## src/rtl/adc_pkg.sv

```systemverilog
// Shared widths, types and a block-length helper for the ADC sample capture path.
package adc_pkg;

  localparam int DW           = 10;
  localparam int DEPTH_LOG2   = 3;
  localparam int MAX_AVG_LOG2 = 3;
  localparam int DEPTH        = 1 << DEPTH_LOG2;
  localparam int ACC_W        = DW + MAX_AVG_LOG2;
  localparam int AVG_SEL_W    = 2;

  typedef logic [DW-1:0]           sample_t;
  typedef logic [DEPTH_LOG2:0]     level_t;
  typedef logic [ACC_W-1:0]        acc_t;
  typedef logic [MAX_AVG_LOG2-1:0] cnt_t;
  typedef logic [AVG_SEL_W-1:0]    avg_sel_t;

  // Sample index (0-based) that closes a block of 2**k samples.
  function automatic cnt_t block_last(input avg_sel_t k);
    block_last = cnt_t'((1 << k) - 1);
  endfunction

endpackage

```

## src/rtl/adc_sample_fifo_if.sv

```systemverilog
// ADC-to-FIFO data path and FIFO read side, bundled for the capture block.
interface adc_sample_fifo_if;
  import adc_pkg::*;

  // Handshake: adc_valid is a level; one sample is taken per rising edge while
  // adc_result is held stable. rd_en is a one-cycle pop request; the popped word
  // appears on rd_data with a single-cycle rd_valid pulse on the following cycle,
  // and an rd_en on an empty FIFO is ignored (no rd_valid, rd_data holds).
  logic    adc_valid;
  sample_t adc_result;
  logic    rd_en;
  sample_t rd_data;
  logic    rd_valid;
  logic    empty;
  logic    full;
  level_t  level;
  logic    ovf;
  logic    irq;

  modport master (
    output adc_valid, adc_result, rd_en,
    input  rd_data, rd_valid, empty, full, level, ovf, irq
  );

  modport slave (
    input  adc_valid, adc_result, rd_en,
    output rd_data, rd_valid, empty, full, level, ovf, irq
  );

endinterface

```

## src/rtl/sync_fifo.sv

```systemverilog
// Generic single-clock FIFO with level counter, registered read port and sticky overflow.
module sync_fifo #(
  parameter int W  = 10,
  parameter int AW = 3
) (
  input  logic          clk,
  input  logic          rstn,
  input  logic          clr,
  input  logic          push,
  input  logic [W-1:0]  push_data,
  input  logic          pop,
  output logic [W-1:0]  pop_data,
  output logic          pop_valid,
  output logic          empty,
  output logic          full,
  output logic [AW:0]   level,
  output logic          ovf
);

  localparam int DEPTH = 1 << AW;

  logic [W-1:0]  mem [DEPTH];
  logic [AW-1:0] wptr;
  logic [AW-1:0] rptr;
  logic          do_push;
  logic          do_pop;

  // The level counter alone decides empty/full; pointers only address storage.
  assign empty   = (level == '0);
  assign full    = (level == (AW+1)'(DEPTH));
  assign do_pop  = pop && !empty && !clr;
  // A pop in the same cycle frees the slot, so a push into a full FIFO still lands.
  assign do_push = push && (!full || do_pop) && !clr;

  always_ff @(posedge clk or negedge rstn) begin
    if (!rstn) begin
      for (int i = 0; i < DEPTH; i++) mem[i] <= '0;
      wptr      <= '0;
      rptr      <= '0;
      level     <= '0;
      ovf       <= 1'b0;
      pop_data  <= '0;
      pop_valid <= 1'b0;
    end else if (clr) begin
      wptr      <= '0;
      rptr      <= '0;
      level     <= '0;
      ovf       <= 1'b0;
      pop_valid <= 1'b0;
    end else begin
      pop_valid <= do_pop;
      if (do_pop) begin
        pop_data <= mem[rptr];
        rptr     <= rptr + 1'b1;
      end
      if (do_push) begin
        mem[wptr] <= push_data;
        wptr      <= wptr + 1'b1;
      end
      if (do_push && !do_pop) begin
        level <= level + 1'b1;
      end else if (do_pop && !do_push) begin
        level <= level - 1'b1;
      end
      if (push && !do_push) begin
        ovf <= 1'b1;
      end
    end
  end

endmodule

```

## src/rtl/adc_sample_fifo.sv

```systemverilog
// Captures ADC results on adc_valid rising edges, block-averages them and queues the words.
module adc_sample_fifo
  import adc_pkg::*;
(
  input  logic     clk,
  input  logic     rstn,
  input  logic     en,
  input  avg_sel_t avg_sel,
  input  logic     clr,
  input  level_t   thresh,
  adc_sample_fifo_if.slave bus
);

  logic     adc_valid_q;
  acc_t     acc;
  cnt_t     cnt;
  avg_sel_t k_lat;
  avg_sel_t k_eff;
  acc_t     sum;
  logic     take;
  logic     last;
  logic     push;
  sample_t  avg_word;
  logic     irq_q;

  assign take = bus.adc_valid && !adc_valid_q && en;
  // The first sample of a block uses the live avg_sel; later samples use the latched copy.
  assign k_eff    = (cnt == '0) ? avg_sel : k_lat;
  assign sum      = acc + acc_t'(bus.adc_result);
  assign last     = (cnt == block_last(k_eff));
  assign avg_word = sample_t'(sum >> k_eff);
  assign push     = take && last;

  always_ff @(posedge clk or negedge rstn) begin
    if (!rstn) begin
      adc_valid_q <= 1'b0;
      acc         <= '0;
      cnt         <= '0;
      k_lat       <= '0;
    end else begin
      adc_valid_q <= bus.adc_valid;
      if (clr || !en) begin
        acc <= '0;
        cnt <= '0;
      end else if (take) begin
        k_lat <= k_eff;
        if (last) begin
          acc <= '0;
          cnt <= '0;
        end else begin
          acc <= sum;
          cnt <= cnt + 1'b1;
        end
      end
    end
  end

  // Threshold zero disables the interrupt entirely.
  always_ff @(posedge clk or negedge rstn) begin
    if (!rstn) begin
      irq_q <= 1'b0;
    end else begin
      irq_q <= (bus.level >= thresh) && (thresh != '0);
    end
  end

  assign bus.irq = irq_q;

  sync_fifo #(
    .W  (DW),
    .AW (DEPTH_LOG2)
  ) u_fifo (
    .clk       (clk),
    .rstn      (rstn),
    .clr       (clr),
    .push      (push),
    .push_data (avg_word),
    .pop       (bus.rd_en),
    .pop_data  (bus.rd_data),
    .pop_valid (bus.rd_valid),
    .empty     (bus.empty),
    .full      (bus.full),
    .level     (bus.level),
    .ovf       (bus.ovf)
  );

endmodule

```

## src/flat_wrapper.sv

```systemverilog
// flat-port wrapper written by rule: the top's interface ports become plain ports
module adc_sample_fifo_flat import adc_pkg::*;
  (clk, rstn, en, avg_sel, clr, thresh, bus_adc_valid, bus_adc_result, bus_rd_en, bus_rd_data, bus_rd_valid, bus_empty, bus_full, bus_level, bus_ovf, bus_irq);
  adc_sample_fifo_if bus_i ();
  input  logic clk;
  input  logic rstn;
  input  logic en;
  input  avg_sel_t avg_sel;
  input  logic clr;
  input  level_t thresh;
  input wire logic [$bits(bus_i.adc_valid)-1:0] bus_adc_valid;
  input wire logic [$bits(bus_i.adc_result)-1:0] bus_adc_result;
  input wire logic [$bits(bus_i.rd_en)-1:0] bus_rd_en;
  output wire logic [$bits(bus_i.rd_data)-1:0] bus_rd_data;
  output wire logic [$bits(bus_i.rd_valid)-1:0] bus_rd_valid;
  output wire logic [$bits(bus_i.empty)-1:0] bus_empty;
  output wire logic [$bits(bus_i.full)-1:0] bus_full;
  output wire logic [$bits(bus_i.level)-1:0] bus_level;
  output wire logic [$bits(bus_i.ovf)-1:0] bus_ovf;
  output wire logic [$bits(bus_i.irq)-1:0] bus_irq;
  assign bus_i.adc_valid = bus_adc_valid;
  assign bus_i.adc_result = bus_adc_result;
  assign bus_i.rd_en = bus_rd_en;
  assign bus_rd_data = bus_i.rd_data;
  assign bus_rd_valid = bus_i.rd_valid;
  assign bus_empty = bus_i.empty;
  assign bus_full = bus_i.full;
  assign bus_level = bus_i.level;
  assign bus_ovf = bus_i.ovf;
  assign bus_irq = bus_i.irq;
  adc_sample_fifo u_core (.clk(clk), .rstn(rstn), .en(en), .avg_sel(avg_sel), .clr(clr), .thresh(thresh), .bus(bus_i));
endmodule
```

## config.mk

```make
export PLATFORM = sky130hd
export DESIGN_NAME = adc_sample_fifo_flat
export DESIGN_NICKNAME = d
export VERILOG_FILES = /design/src/rtl/adc_pkg.sv /design/src/rtl/adc_sample_fifo_if.sv /design/src/rtl/sync_fifo.sv /design/src/rtl/adc_sample_fifo.sv /design/src/flat_wrapper.sv
export SDC_FILE = /design/constraint.sdc
export NUM_CORES = 1
export LEC_CHECK = 0
export BUFFER_PORTS_ARGS = -buffer_cell sky130_fd_sc_hd__buf_4
export CORE_MARGIN = 5
export CORE_UTILIZATION = 25
export DETAILED_ROUTE_END_ITERATION = 16
export GPL_ROUTABILITY_DRIVEN = 0
export PLACE_DENSITY = 0.43
export SLEW_MARGIN = 15
export SYNTH_ARGS = -nofsm -noshare
export SYNTH_HDL_FRONTEND = slang
export SYNTH_HIERARCHICAL = 1
export SYNTH_SLANG_ARGS = --single-unit
export TNS_END_PERCENT = 50
```

## constraint.sdc

```tcl
create_clock -name clk -period 4.4 [get_ports clk]
set_input_delay 0 -clock clk [delete_from_list [all_inputs] [get_ports clk]]
set_output_delay 0 -clock clk [all_outputs]
set_load 0.01 [all_outputs]
```

After elaboration in Yosys (flattened, before gate mapping) --
Cells that the tools add are included. W data, S select, Z words.
Word-level totals: logic and storage cells 93, input bits 22, output and inout port bits 19, bits in registers 122
Cells by class: shift operators 2, bitwise logic cells 4, equality and inequality tests 2, add/sub/neg operators 7, order comparisons 4, reductions and logical operators 32, multiplexer cells 23
Operators with widths (number):
- $bwmux W80 | 1
- $mux W13 | 3
- $bmux W10 S3 | 1
- $demux W10 S3 | 1
- $mux W10 | 3
- $mux W3 | 7
- $add A13 B10 Y13 | 1
- $shr A13 B2 Y10 | 1
- $logic_and A1 B1 Y1 | 12
- $mux W4 | 3
- $add A3 B1 Y3 const B | 3
- $ge A4 B4 Y1 const B | 2
- $not A3 Y4 | 2
- $reduce_bool A2 Y1 | 4
- $logic_not A1 Y1 | 7
- $reduce_and A2 Y1 | 3
- $add A4 B1 Y4 const B | 1
- $eq A4 B4 Y1 const B | 1
- $ge A4 B4 Y1 | 1
- $logic_not A4 Y1 | 1
- $lt A4 B1 Y1 const B | 1
- $reduce_bool A4 Y1 | 1
- $sub A4 B1 Y4 const B | 1
- $eq A3 B3 Y1 | 1
- 8 further kinds | 12

Longest topological paths before layout --
Gate-level depths: netlist of the first run.
depth after elaboration 13, depth in mapped cells 13, depth with buffers taken out 13

Cells and area by module --
Netlist of the first run, hierarchy kept.
By module, submodules not included:
- sync_fifo | instances 1, sequential area each 2552.4 µm², cells an instance 316, area an instance 4728.3 µm²
- adc_sample_fifo | instances 1, sequential area each 500.5 µm², cells an instance 206, area an instance 1825.5 µm²

Worst setup path before layout of the first run --
Ideal clock, no wire load.
path type reg2reg, start reg u_core.cnt[0], end reg u_core.u_fifo.level[3], period minus slack after synthesis 3406 ps, path buffers 0, arrival 3324 ps, setup time 82 ps, required time 4318 ps, stages on the path, launching flop included 14, slack 994 ps, cell sequence dfrtp_1 -> inv_1 -> ha_1 -> nor2b_2 -> mux2_4 -> nor4_2 -> nor2_1 -> nor3b_1 -> nand3_1 -> ha_1 -> a21oi_1 -> a211o_1 -> a21o_1 -> a31oi_1
On the way: longest elaborated chain between the ends 11
Ends and longest elaborated chain:
- start, declared | RTL line adc_sample_fifo.sv:16 | cnt_t cnt;
- start signal, assigned | RTL line adc_sample_fifo.sv:52 | cnt <= cnt + 1'b1;
- $logic_not A3 Y1 | RTL line adc_sample_fifo.sv:28 | assign k_eff = (cnt == '0) ? avg_sel : k_lat;
- $mux W2 | RTL line adc_sample_fifo.sv:28
- $shl A1 B2 Y3 | RTL line adc_pkg.sv:19 | block_last = cnt_t'((1 << k) - 1);
- $sub A3 B2 Y3 | RTL line adc_pkg.sv:19
- $eq A3 B3 Y1 * | RTL line adc_sample_fifo.sv:30 | assign last = (cnt == block_last(k_eff));
- $logic_and A1 B1 Y1 * | RTL line adc_sample_fifo.sv:32 | assign push = take && last;
- via u_core.push | RTL line adc_sample_fifo.sv:22 | logic push;
- $logic_and A1 B1 Y1 * (2 in series) | RTL line sync_fifo.sv:33 | assign do_push = push && (!full || do_pop) && !clr;
- $logic_and A1 B1 Y1 or $logic_not A1 Y1 (tied branches) | RTL line sync_fifo.sv:60, sync_fifo.sv:62
- $mux W4 or $logic_and A1 B1 Y1 (tied branches) | RTL line sync_fifo.sv:60, sync_fifo.sv:62
- $mux W4 or $reduce_bool A3 Y1 (tied branches)
- end signal, assigned | RTL line sync_fifo.sv:61 | level <= level + 1'b1;
- end signal, assigned | RTL line sync_fifo.sv:63 | level <= level - 1'b1;
- end, declared | RTL line sync_fifo.sv:16 | output logic [AW:0] level,
Mark *: on every way through the listed nets, which the timed path passes. The rest lies on a longest branch. A chain may end at the register's enable or synchronous reset.

Worst setup path in the final report of the first run --
start reg u_core.cnt[0], end reg u_core/u_fifo/mem[36] (netlist name)
On the way: longest elaborated chain between the ends 9
Ends and longest elaborated chain:
- $logic_not A3 Y1 | RTL line adc_sample_fifo.sv:28
- $mux W2 | RTL line adc_sample_fifo.sv:28
- $shl A1 B2 Y3 | RTL line adc_pkg.sv:19
- $sub A3 B2 Y3 | RTL line adc_pkg.sv:19
- $eq A3 B3 Y1 * | RTL line adc_sample_fifo.sv:30
- $logic_and A1 B1 Y1 * | RTL line adc_sample_fifo.sv:32
- via u_core.push | RTL line adc_sample_fifo.sv:22
- $logic_and A1 B1 Y1 * (2 in series) | RTL line sync_fifo.sv:33
- $reduce_and A2 Y1 (no source line) *
- end signal, assigned by index | RTL line sync_fifo.sv:57 | mem[wptr] <= push_data;
- end, declared | RTL line sync_fifo.sv:22 | logic [W-1:0] mem [DEPTH];
Marks and branches as above.

==> key figures, run 1 <==
Timing
  – Measured slew at the worst slew-check pin: 1.15 ns
  – Fin. max-slew vios: 0
  – Layout Skew: 0.00879 ns
  – Max Fclk: 0.272 GHz
  – Final Hold Viols: 0
  – Setup TNS: 0 ns
  – RSZ-0062 raised after global routing: false
  – Endpoints failing setup: 0
  – Fin crit period: 3.67 ns
  – Slew HR: 0.236
  – Fin crit share: 0.835

Final layout
  – Final Non-Filler Cells: 923
  – NumNets Final: 619
  – Layout Area Growth over Synthesis: 20.3%
  – Layout Utilization: 0.304
  – Antenna Cells: 0
  – Share of cells above drive strength 1: 0.342
  – Final instance area: 7890 sq um

Place
  – Dpl cells: 885
  – Placed Area: 7240 sq um
  – Dpl hpwl: 10800 um
  – Number of port buffers: 40

GRT
  – First-pass GRT wire length: 25500 um
  – Largest net degree at the start of global routing: 57
  – Total GRT Usage: 0.112
  – Overflow after GRT: 0
  – Number of global-route vias before repair: 4511
  – Antenna violations before repair: 0

Routing
  – Drt initial violations: 165
  – Wire per inst: 17.2 um
  – DR vias/cell: 4.80
  – First-pass DRT Iterations: 5
  – Vias: 4426
  – Post-route ant nets: 0
  – DRC Markers: 0
  – Post-Route WL: 15800 um

Synthesis
  – Seq/Total Area, Yosys: 0.466
  – Synth top area cells: dfrtp_1 (47%), mux2_2 (14%), mux4_2 (6.9%)
  – Mean Syn Cell Area: 12.6 sq um
  – Number of synthesized register bits: 122
  – Post-Syn Area: 6550 sq um
  – Top post-synthesis cells by count: dfrtp_1 (122), mux2_2 (82), nor2_1 (38), a21oi_1 (36), mux2i_1 (28)
  – Post-synth top area cell: dfrtp_1
  – Ys async rst share: 1.00
  – Synth Flop Type: dfrtp_1
  – Syn Nets: 566
  – Netlist cell types: 58
  – Post-Synthesis Cells: 522
  – Share of the synthesized area in the top cell type: 0.466
  – Synth warn: 6
  – EDFF count, synth: 0
  – Most frequent cell after synthesis: dfrtp_1

Critical path
  – Crit. End Element: register
  – Crit path DAT: 3.97 ns
  – Startpoint Class: register
  – Worst Path Required: 4.70 ns
  – WS Path Type: reg -> reg
  – Critical path fanouts, max: 12

Floorplanning
  – Die Y-Extent: 172 um
  – Site Rows: 59
  – Initial Utilization: 0.253
  – Die Footprint: 29600 sq um
  – Ports: 41
  – Core Region: 25900 sq um
  – Die span in x: 172 um

Clock network
  – Root Driver: clkbuf_16
  – Clock-pin slew on the worst setup and hold paths: 0.06 ns
  – Skew-Pair Late Insertion Delay: 0.41 ns
  – Post-CTS Setup Inserts: 0
  – Post-CTS Hold Fix Bufs: 6
  – Clk buf depth: 2
  – PostCTS Resize Cnt: 0
  – TritonCTS Buffers: 17
  – Clock Sink Count: 122
  – CTS tree: yes
  – CTS H-tree lvls: 4

Pwr
  – Worst vdd ir: 246 uV
  – Overall Power: 3.57 mW
  – Leak: 3.62 nW
  – Total power per unit cell area: 453 nW/um^2

Outcome
  – Status: finished, final reports clean

Worst hold path
  – Tightest Hold Check Type: in -> reg

Job
  – Max Cap Viol: 0
==> flip-flops by register name, summed over array words and instances (netlist names), 2 cells and up <==
name	cells
u_core/k_lat	2
u_core/acc	13
u_core/cnt	3
u_core/u_fifo/level	4
u_core/u_fifo/pop_data	10
u_core/u_fifo/wptr	3
u_core/u_fifo/rptr	3
u_core/u_fifo/mem	80
==> routing by layer <==
metal	track usage	routed length (um)
met1	0.148	7230
met2	0.182	7560
met3	0.0233	690
met4	0.0420	356
met5	0	0
==> worst paths after layout <==
kind / startpoint / to / slack [ns] / cells past startpoint
worst min register to register: u_core/u_fifo/mem[36] / u_core/u_fifo/mem[36] / 0.49 / 1
worst max-delay path: u_core/cnt[0] / u_core/u_fifo/mem[36] / 0.73 / 12
max in group asynchronous: rstn / u_core/u_fifo/mem[73] / 3.20 / 3
min in group asynchronous: rstn / u_core/u_fifo/mem[0] / 0.08 / 2
worst min-delay path: bus_rd_en / u_core/u_fifo/rptr[1] / 0.05 / 4
worst max register to register: u_core/cnt[0] / u_core/u_fifo/mem[36] / 0.73 / 12
==> layout by cell type, fill, tap and decap left out, drive strengths merged, types with 20 or more instances in the layout <==
cell / n
mux2i: 28
mux4: 20
inv: 21
mux2: 85
clkbuf: 20
a21oi: 36
nor2: 38
buf: 47
ha: 20
dfrtp: 122
==> worst max-delay path, cell delays in order, from the launching register on <==
cell and delay (ns):
dfrtp_1 0.43, inv_1 0.11, ha_1 0.20, nor2b_2 0.21
mux2_4 0.40, nor4_2 0.40, nor2_1 0.10, nor3b_1 0.22
buf_4 0.18, inv_1 0.11, a311oi_4 0.42, nand2_2 0.36
mux2_1 0.41
==> cell type report <==
| type | count | area, sq um |
|---|---|---|
| Fill cell | 2616 | 18000 |
| Multi-Input combinational cell | 363 | 3350 |
| Sequential cell | 122 | 3050 |
| Clock buffer | 20 | 447 |
| Tap cell | 335 | 419 |
| Timing Repair Buffer | 53 | 413 |
| Clock inverter | 12 | 139 |
| Inverter | 18 | 67.6 |
==> kinds of logic after synthesis <==
family                   count (synthesis)  synth area share
XOR/XNOR                                14            0.0187
flip-flops                             122             0.466
AO/OA/AOI/OAI                           91            0.0974
AND/OR/NAND/NOR                        103            0.0920
buffers and inverters                   37            0.0237
multiplexers                           133             0.258
adder cells (fa/ha/maj)                 22            0.0443
==> per-stage QoR <==
step / worst slack [ns] / hold slack [ns]
after floorplan: 0.994 / -0.296
after global placement: 0.805 / -0.0341
after detailed placement: 0.757 / -0.0254
after CTS: 0.721 / 0.0321
after global routing: 0.497 / 0.0734
final: 0.725 / 0.0457
==> power breakdown <==
group	internal, mW	total [mW]	switching, mW
Sequential	1.24	1.42	0.182
Clock	0.855	1.37	0.519
Combinational	0.401	0.778	0.378
Total	2.49	3.57	1.08
(Power assumes the default switching activity.)
==> inputs of run 2 (changes only) <==
Settings changed: PLACE_DENSITY 0.43 to 0.44.
Clock period 4.4 ns to 3.35 ns, I/O delays scaled along.
==> key figures, run 2 (synthesis results as in run 1) <==
Critical path
  – Crit. End Element: register
  – CP cell instances: inv_1 -> ha_1 -> buf_4 -> mux2i_2 -> mux2i_1 -> nor4_2 -> nor2_1 -> nor3b_2 -> inv_1 -> buf_4 -> a31oi_4 -> buf_12 -> nand3_4 -> mux2_2
  – Reg2reg path depth: 14
  – Startpoint Class: register
  – Critical path fanouts, max: 10
  – CP max stage cell: dfrtp_1
  – Crit path DAT: 3.54 ns
  – Worst Path Required: 3.64 ns
  – WS Path Type: reg -> reg
  – CP peak stage delay: 0.42 ns

Routing
  – Drt initial violations: 196
  – Wire per inst: 17.4 um
  – Vias: 4476
  – DR vias/cell: 4.71
  – Post-route ant nets: 0
  – DRC Markers: 0
  – First-pass DRT Iterations: 6
  – Post-Route WL: 16600 um

Timing
  – Slew HR: 0.274
  – Setup WS post-layout: 0.107 ns
  – Final Hold Viols: 0
  – Layout Skew: 0.00865 ns
  – Fin crit period: 3.24 ns
  – Setup TNS: 0 ns
  – Fin. max-slew vios: 0
  – RSZ-0062 raised after global routing: true
  – Fin crit share: 0.968
  – Max Fclk: 0.308 GHz
  – Endpoints failing setup: 0
  – Measured slew at the worst slew-check pin: 1.08 ns
  – Min Hold Slack: 0.0370 ns

GRT
  – Number of global-route vias before repair: 4722
  – Antenna violations before repair: 0
  – Largest net degree at the start of global routing: 79
  – First-pass GRT wire length: 26100 um
  – Overflow after GRT: 0
  – Total GRT Usage: 0.113

Floorplanning
  – Die Footprint: 29600 sq um
  – Die Y-Extent: 172 um
  – Ports: 41
  – Die span in x: 172 um
  – Site Rows: 59
  – Core Region: 25900 sq um
  – Initial Utilization: 0.253

Final layout
  – Largest regs: u_core/u_fifo/mem (80), u_core/acc (13), u_core/u_fifo/pop_data (10)
  – Number of flip-flops in the largest register: 80
  – Share of cells above drive strength 1: 0.381
  – Final Non-Filler Cells: 951
  – Antenna Cells: 0
  – Leading cell types in the layout, fill and taps excluded: dfrtp_1 (122), mux2_2 (82), buf_4 (69)
  – NumNets Final: 647
  – Layout Utilization: 0.318
  – Layout Area Growth over Synthesis: 25.8%
  – Register with the most flip-flops: u_core/u_fifo/mem
  – Commonest non-fill, non-tap cell in the layout: dfrtp_1
  – Final instance area: 8240 sq um

Place
  – Placed Area: 7390 sq um
  – Number of port buffers: 40
  – Dpl cells: 905
  – Pre-CTS WS: -0.00963 ns
  – Dpl hpwl: 11100 um

Worst hold path
  – Hold depth: 4
  – Tightest Hold Check Type: in -> reg

Job
  – Max Cap Viol: 0

Clock network
  – Clock-pin slew on the worst setup and hold paths: 0.06 ns
  – Clock Sink Count: 122
  – Clk buf depth: 2
  – CTS tree: yes
  – TritonCTS Buffers: 17
  – CTS H-tree lvls: 4
  – Skew-Pair Late Insertion Delay: 0.42 ns
  – Root Driver: clkbuf_16

Outcome
  – Status: finished, final reports clean

Pwr
  – Overall Power: 4.85 mW
  – Total power per unit cell area: 588 nW/um^2
  – Leak: 3.80 nW
  – Worst vdd ir: 395 uV
[run 2: cell types whose count changed in the layout (fill, tap and decap cells not counted), sizes merged]
| cell | previous run | this run |
|---|---|---|
| clkinv | 6 | 8 |
| inv | 21 | 19 |
| bufinv | 2 | 3 |
| clkbuf | 20 | 19 |
| nand3 | 11 | 14 |
| buf | 47 | 72 |
[run 2: layer usage]
| layer | vias up | wire length (um) | global-route usage |
|---|---|---|---|
| met2 | 53 | 8030 | 0.188 |
| met5 | - | 0 | 0 |
| met3 | 14 | 375 | 0.0190 |
| met4 | 0 | 276 | 0.0366 |
| met1 | 2302 | 7880 | 0.151 |
| li1 | 2107 | - | - |
[run 2: power breakdown]
part           internal (mW)  leakage (nW)  switching, mW
clock network           1.20         0.297          0.694
logic                  0.573          1.86          0.547
registers               1.62          1.65          0.213
[run 2: area by class of cell]
type	count	area, sq um
clock buffers	19	443
clock inverters	13	169
fillers	2561	17700
inverters	18	67.6
multi-input cells	366	3460
flip-flops and latches	122	3050
well taps	335	419
repair buffers	78	629
[run 2: worst paths after layout]
path / slack, ns / start / to
min in group asynchronous: 0.20 / rstn / u_core/u_fifo/pop_data[0]
worst max-delay path: 0.11 / u_core/cnt[1] / u_core/u_fifo/mem[9]
worst min-delay path: 0.04 / bus_rd_en / u_core/u_fifo/rptr[0]
worst min register to register: 0.50 / u_core/u_fifo/mem[37] / u_core/u_fifo/mem[37]
worst max register to register: 0.11 / u_core/cnt[1] / u_core/u_fifo/mem[9]
max in group asynchronous: 2.39 / rstn / u_core/u_fifo/mem[39]
[run 2: worst max-delay path, delay by kind of cell, from the launching register on]
| kind | cells | cell delay (ns) |
|---|---|---|
| adders and majority gates | 1 | 0.18 |
| DFF | 1 | 0.42 |
| AOI/OAI and AO/OA | 1 | 0.16 |
| and+or+nand+nor | 4 | 0.90 |
| buffers and inverters | 5 | 0.73 |
| muxes | 3 | 0.74 |
[run 2: timing repair]
item | CTS | global route
gates resized for setup | 1 | 11
endpoints found under the setup margin | 32 | 84
hold buffers | 6 | 0
hold endpoints to repair | 85 | 0
cloned | 0 | 3
buffers inserted | 1 | 4
pin swaps | 0 | 4
